[config.mk]
export PLATFORM = sky130hd
export DESIGN_NAME = ahb_manager_port
export DESIGN_NICKNAME = d
export VERILOG_FILES = /design/src/rtl/ahb_pkg.sv /design/src/rtl/ahb_lane_align.sv /design/src/rtl/ahb_manager_port.sv
export SDC_FILE = /design/constraint.sdc
export NUM_CORES = 1
export LEC_CHECK = 0
export BUFFER_PORTS_ARGS = -buffer_cell sky130_fd_sc_hd__buf_2
export CAP_MARGIN = 20
export CORE_ASPECT_RATIO = 1.5
export CORE_MARGIN = 2
export CORE_UTILIZATION = 35
export DETAILED_ROUTE_END_ITERATION = 6
export SYNTH_ARGS = -nofsm -noshare
export SYNTH_HDL_FRONTEND = slang
export SYNTH_HIERARCHICAL = 1
export SYNTH_SLANG_ARGS = --single-unit
[constraint.sdc]
create_clock -name hclk -period 1.5 [get_ports hclk]
set_input_delay 0.225 -clock hclk [delete_from_list [all_inputs] [get_ports hclk]]
set_output_delay 0.225 -clock hclk [all_outputs]
set_load 0.02 [all_outputs]
[src/rtl/ahb_pkg.sv]
// Shared AHB-Lite encodings and the register-block address map used by the
// manager port and its lane-alignment helper.
package ahb_pkg;

   typedef enum logic [1:0] {
      IDLE   = 2'd0,
      BUSY   = 2'd1,
      NONSEQ = 2'd2,
      SEQ    = 2'd3
   } htrans_t;

   localparam logic [2:0] HSIZE_BYTE = 3'd0;
   localparam logic [2:0] HSIZE_HALF = 3'd1;
   localparam logic [2:0] HSIZE_WORD = 3'd2;

   // Subordinate register block address map.
   localparam logic [2:0] ERR_STATUS_ADDR = 3'd1;
   localparam logic [2:0] PAYLOAD_ADDR    = 3'd2;
   localparam logic [2:0] DATA_SIZE_ADDR  = 3'd4;

   localparam logic OKAY  = 1'b0;
   localparam logic ERROR = 1'b1;

endpackage

[src/rtl/ahb_lane_align.sv]
// Byte-lane helper for a 32-bit AHB data bus. With extract=0 it places
// right-aligned write data onto its byte lanes; with extract=1 it pulls the
// addressed lanes of a read bus down to bit 0 and zero-extends them.
module ahb_lane_align
   import ahb_pkg::*;
#(
   parameter int DATA_WIDTH = 32
) (
   input  logic [DATA_WIDTH-1:0] data,
   input  logic [1:0]            offset,
   input  logic [2:0]            size,
   input  logic                  extract,
   output logic [DATA_WIDTH-1:0] result
);

   logic [DATA_WIDTH-1:0] size_mask;
   logic [4:0]            shift;

   // Size mask and lane shift, then either place or extract.
   always_comb begin
      size_mask = '1;
      if (size == HSIZE_BYTE) begin
         size_mask = DATA_WIDTH'(32'h0000_00FF);
      end else if (size == HSIZE_HALF) begin
         size_mask = DATA_WIDTH'(32'h0000_FFFF);
      end
      shift = {offset, 3'b000};
      if (extract) begin
         result = (data >> shift) & size_mask;
      end else begin
         result = (data & size_mask) << shift;
      end
   end

endmodule

[src/rtl/ahb_manager_port.sv]
// AHB-Lite manager port: converts a valid/ready command stream into single
// NONSEQ transfers with overlapped address (A) and data (D) phases, and
// returns one in-order response per command.
//
// Handshake: a command transfers on any rising edge where cmd_valid and
// cmd_ready are both high; cmd_ready is high whenever the address slot is
// free or the bus is advancing (hready). rsp_valid is a single-cycle pulse
// with no back-pressure, so the consumer must take it when it appears.
module ahb_manager_port
   import ahb_pkg::*;
#(
   parameter int ADDR_WIDTH    = 3,
   parameter int DATA_WIDTH    = 32,
   parameter int ERR_CNT_WIDTH = 8
) (
   input  logic                     hclk,
   input  logic                     hresetn,
   input  logic                     cmd_valid,
   output logic                     cmd_ready,
   input  logic                     cmd_write,
   input  logic [ADDR_WIDTH-1:0]    cmd_addr,
   input  logic [2:0]               cmd_size,
   input  logic [DATA_WIDTH-1:0]    cmd_wdata,
   output logic                     rsp_valid,
   output logic [DATA_WIDTH-1:0]    rsp_rdata,
   output logic                     rsp_err,
   output logic [ERR_CNT_WIDTH-1:0] err_count,
   output logic [1:0]               htrans,
   output logic [ADDR_WIDTH-1:0]    haddr,
   output logic                     hwrite,
   output logic [2:0]               hsize,
   output logic [DATA_WIDTH-1:0]    hwdata,
   input  logic                     hready,
   input  logic                     hresp,
   input  logic [DATA_WIDTH-1:0]    hrdata
);

   // Address-phase slot: haddr/hwrite/hsize are the slot's own registers.
   logic                  a_valid;
   logic [DATA_WIDTH-1:0] a_wdata;
   // Data-phase slot: only what is needed to shape the response.
   logic                  d_valid;
   logic                  d_write;
   logic [1:0]            d_off;
   logic [2:0]            d_size;

   logic                  accept;
   logic [DATA_WIDTH-1:0] wr_lane;
   logic [DATA_WIDTH-1:0] rd_lane;

   assign cmd_ready = hresetn & (~a_valid | hready);
   assign accept    = cmd_valid & cmd_ready;
   assign htrans    = a_valid ? NONSEQ : IDLE;

   ahb_lane_align #(.DATA_WIDTH(DATA_WIDTH)) u_wr_align (
      .data    (a_wdata),
      .offset  (haddr[1:0]),
      .size    (hsize),
      .extract (1'b0),
      .result  (wr_lane)
   );

   ahb_lane_align #(.DATA_WIDTH(DATA_WIDTH)) u_rd_align (
      .data    (hrdata),
      .offset  (d_off),
      .size    (d_size),
      .extract (1'b1),
      .result  (rd_lane)
   );

   // Address slot: load on acceptance, drain when the bus advances with nothing new.
   always_ff @(posedge hclk or negedge hresetn) begin
      if (!hresetn) begin
         a_valid <= 1'b0;
         a_wdata <= '0;
         haddr   <= '0;
         hwrite  <= 1'b0;
         hsize   <= 3'd0;
      end else if (accept) begin
         a_valid <= 1'b1;
         a_wdata <= cmd_wdata;
         haddr   <= cmd_addr;
         hwrite  <= cmd_write;
         hsize   <= cmd_size;
      end else if (hready) begin
         a_valid <= 1'b0;
      end
   end

   // Data slot and response: on each bus advance, complete D and move A into D.
   always_ff @(posedge hclk or negedge hresetn) begin
      if (!hresetn) begin
         d_valid   <= 1'b0;
         d_write   <= 1'b0;
         d_off     <= 2'd0;
         d_size    <= 3'd0;
         hwdata    <= '0;
         rsp_valid <= 1'b0;
         rsp_err   <= 1'b0;
         rsp_rdata <= '0;
         err_count <= '0;
      end else if (hready) begin
         rsp_valid <= d_valid;
         rsp_err   <= d_valid & (hresp == ERROR);
         rsp_rdata <= (d_valid && !d_write) ? rd_lane : '0;
         if (d_valid && (hresp == ERROR) && (err_count != '1)) begin
            err_count <= err_count + 1'b1;
         end
         d_valid <= a_valid;
         d_write <= hwrite;
         d_off   <= haddr[1:0];
         d_size  <= hsize;
         if (a_valid) begin
            hwdata <= wr_lane;
         end
      end else begin
         rsp_valid <= 1'b0;
         rsp_err   <= 1'b0;
         rsp_rdata <= '0;
      end
   end

endmodule
==> results.md <==
* Post-synth EDFFs at 0
* Min Tclk post-route at between 1.5 and 2 ns
* Slew Limit Fails at 0
* Mapped cell area at slightly below 7000 um^2
* Power Density at between 1500 and 2000 nW/um^2
* Worst Hold Class: primary input to flip-flop
* Cell variety after synth at 47
* Antenna violations before repair at 1
* Die width at ~120 um
* Post-DP HPWL at ~16 mm
* DRT Wirelength at roughly 22 mm
* Grt total ovfl at 0
* Peak supply drop at between 0.7 and 0.8 mV
* Clk sinks at ~120
* Vias at ~6000
* DR DRC count at 0
* Top-area cell type share of the netlist area at 0.448
* Worst-path clk slew at ~0.070 ns
* Routing usage on met3 at 0.0505
* Via density at between 5 and 6
* Max FO, Critical Path at 8
* Crit. End Element: flip-flop
* RSZ-0062 raised after global routing: yes
* Layout Cells excl Fill at 1097
* Clk_lat worst skew at around 0.42 ns
* Final ANT Viol Nets at 0
* Cell Rows at 62
* Largest net degree at the start of global routing at 62
* CTS buffer count at 17
* Io pins at 160
* Slew headroom at 0.573
* Violated checks: negative setup slack
* Longest Clk Path Bufs at 2
* CP Launch Type: flip-flop
* First-pass GRT wire length at around 33 mm
* Most frequent cell after synthesis: dfrtp_1
* Clk_skew at about 0.011 ns
* Placed instance count at around 1100
* Die Span Y at about 170 um
* Ranking of synthesized cells by area: dfrtp_1, mux2_2, and2_1
* Worst hold slack at approximately 0.024 ns
* Setup TNS Final at -1.46 ns
* R2R depth at 5
* Port bufs at ~160
* DR pass1 iterations at 5
* Area leader, netlist: dfrtp_1
* Ys flop type: dfrtp_1
* H-Tree Depth at 4
* Syn. warnings at 6
* Worst EP arrival at around 1.9 ns
* Worst setup margin at -0.100 ns
* Post-Syn Instances at 622
* CTS tree: done
* Count of state elements after synthesis at around 120
* Crit Path Class: flip-flop to flip-flop
* Worst Hold Path Cells at 2
* Async set-or-reset flop fraction in the synthesized netlist at 1.00
* Max_cap viols at 0
* Status: complete, but fails checks
* Setup WS pre-CTS at -0.172 ns
* Met2 Use GR at 0.375
* Syn-to-layout area delta at 35.1%
* Core box area at about 19000 um^2
* CTS root buffer: clkbuf_16
* Starting DRC count in detailed routing at 428
* Top cells by count, synth: dfrtp_1, mux2_2, and2_1, nand3_1, nor2b_1
* Initial Util at 0.355
* Vias in the first global route at approximately 5900
* Fraction of layout cells with a size suffix above 1 at 0.494
* Tot GR Track Use at 0.207
* Final worst path period share at 1.07
* Lkg Pwr at roughly 4.2 nW
* Fin util at 0.480
* Final Wtd Congestion at 0.943
* Final hold vios at 0
* Area of the die at roughly 20000 um^2
* Final setup fails at 19
* GRT busiest layer: met2
* Met1 usage at 0.223
* WP data required at roughly 1.8 ns
* Layout net count at roughly 900
* Seq/Total Area, Yosys at 0.448
* FMAX at ~0.62 GHz
* Worst Max-Slew Pin Slew at between 0.6 and 0.7 ns
* Synthesized area per cell at approximately 11 um^2
* Fillers at between 1500 and 2000
* DR WL/cell at around 20 um
[repair_timing]
item / 4_1_cts / 5_1_grt
setup buffers: 1 / 2
resized for setup: 10 / 38
pin swaps: 0 / 8
endpoints found under the setup margin: 25 / 52
hold buffers: 1 / 0
endpoints found under the hold margin: 79 / 0
cloned: 0 / 5
[critical path, cell delays in order (launching register included)]
cell and delay, ns:
dfrtp_2 0.40, or3_4 0.40, buf_6 0.16, a22oi_2 0.15, o32ai_1 0.11, mux2_2 0.27
[path summary, 6_finish.rpt]
path	startpoint	end	slack, ns
setup / recovery	hsize[0]	hwdata[10]	-0.10
hold / removal	cmd_wdata[0]	a_wdata[0]	0.02
setup reg to reg	hsize[0]	hwdata[10]	-0.10
hold reg to reg	err_count[7]	err_count[7]	0.50
max in group asynchronous	hresetn	haddr[0]	0.47
min in group asynchronous	hresetn	a_wdata[4]	0.43
[power breakdown]
| group | switching [W] | internal [W] |
|---|---|---|
| combinational | 0.00288 | 0.00239 |
| sequential | 0.000636 | 0.00395 |
| clock | 0.00171 | 0.00235 |
| total | 0.00523 | 0.00870 |
[area by class of cell]
class,instances,area (um^2),area share
multi-input cells,450,3600,0.395
clock inverters,15,159,0.0174
well taps,256,320,0.0351
flip-flops and latches,121,3040,0.333
repair buffers,231,1550,0.170
clock buffers,17,425,0.0466
diodes,1,2.50,0.000274
inverters,6,25.0,0.00274
[sequential cells by signal, summed over array words and instances (netlist names)]
signal     cells
hwrite         1
a_wdata       32
rsp_valid      1
d_valid        1
rsp_err        1
hsize          3
rsp_rdata     32
d_size         3
haddr          3
err_count      8
hwdata        32
d_write        1
a_valid        1
d_off          2
[cells in the final DEF, fill, tap and decap left out, types with 16 or more instances in the layout]
cell	count
a211oi_1	17
a21oi_1	28
a31oi_1	16
and2_1	51
buf_2	156
buf_4	57
clkbuf_16	22
dfrtp_1	114
mux2_2	82
nand3_1	35
nor2_1	30
nor2b_1	30
o211ai_1	16
o22ai_1	16
[metal layers]
layer  up-vias  share of wire
met5         -              0
met4         0          0.053
met3        70          0.063
met2       290           0.52
met1      2953           0.36
li1       2683              -
[through the flow]
stage | total power, W | instance area (um^2)
after floorplan | 0.00754 | 6810
after global routing | 0.0146 | 9120
after global placement | 0.00936 | 8180
after CTS | 0.0136 | 8830
final | 0.0139 | 9120
after detailed placement | 0.00940 | 8180
[kinds of logic (layout without fill, tap and decap cells)]
family	count (synthesis)	after routing	share of synthesized area
compound gates	153	153	0.174
xor+xnor	6	6	0.00778
fa+ha+maj	1	1	0.00185
buf+inv	62	269	0.0526
flops	121	121	0.448
mux	95	95	0.159
other cells	2	14	0.00111
simple gates	182	182	0.155
(Power assumes the default switching activity.)
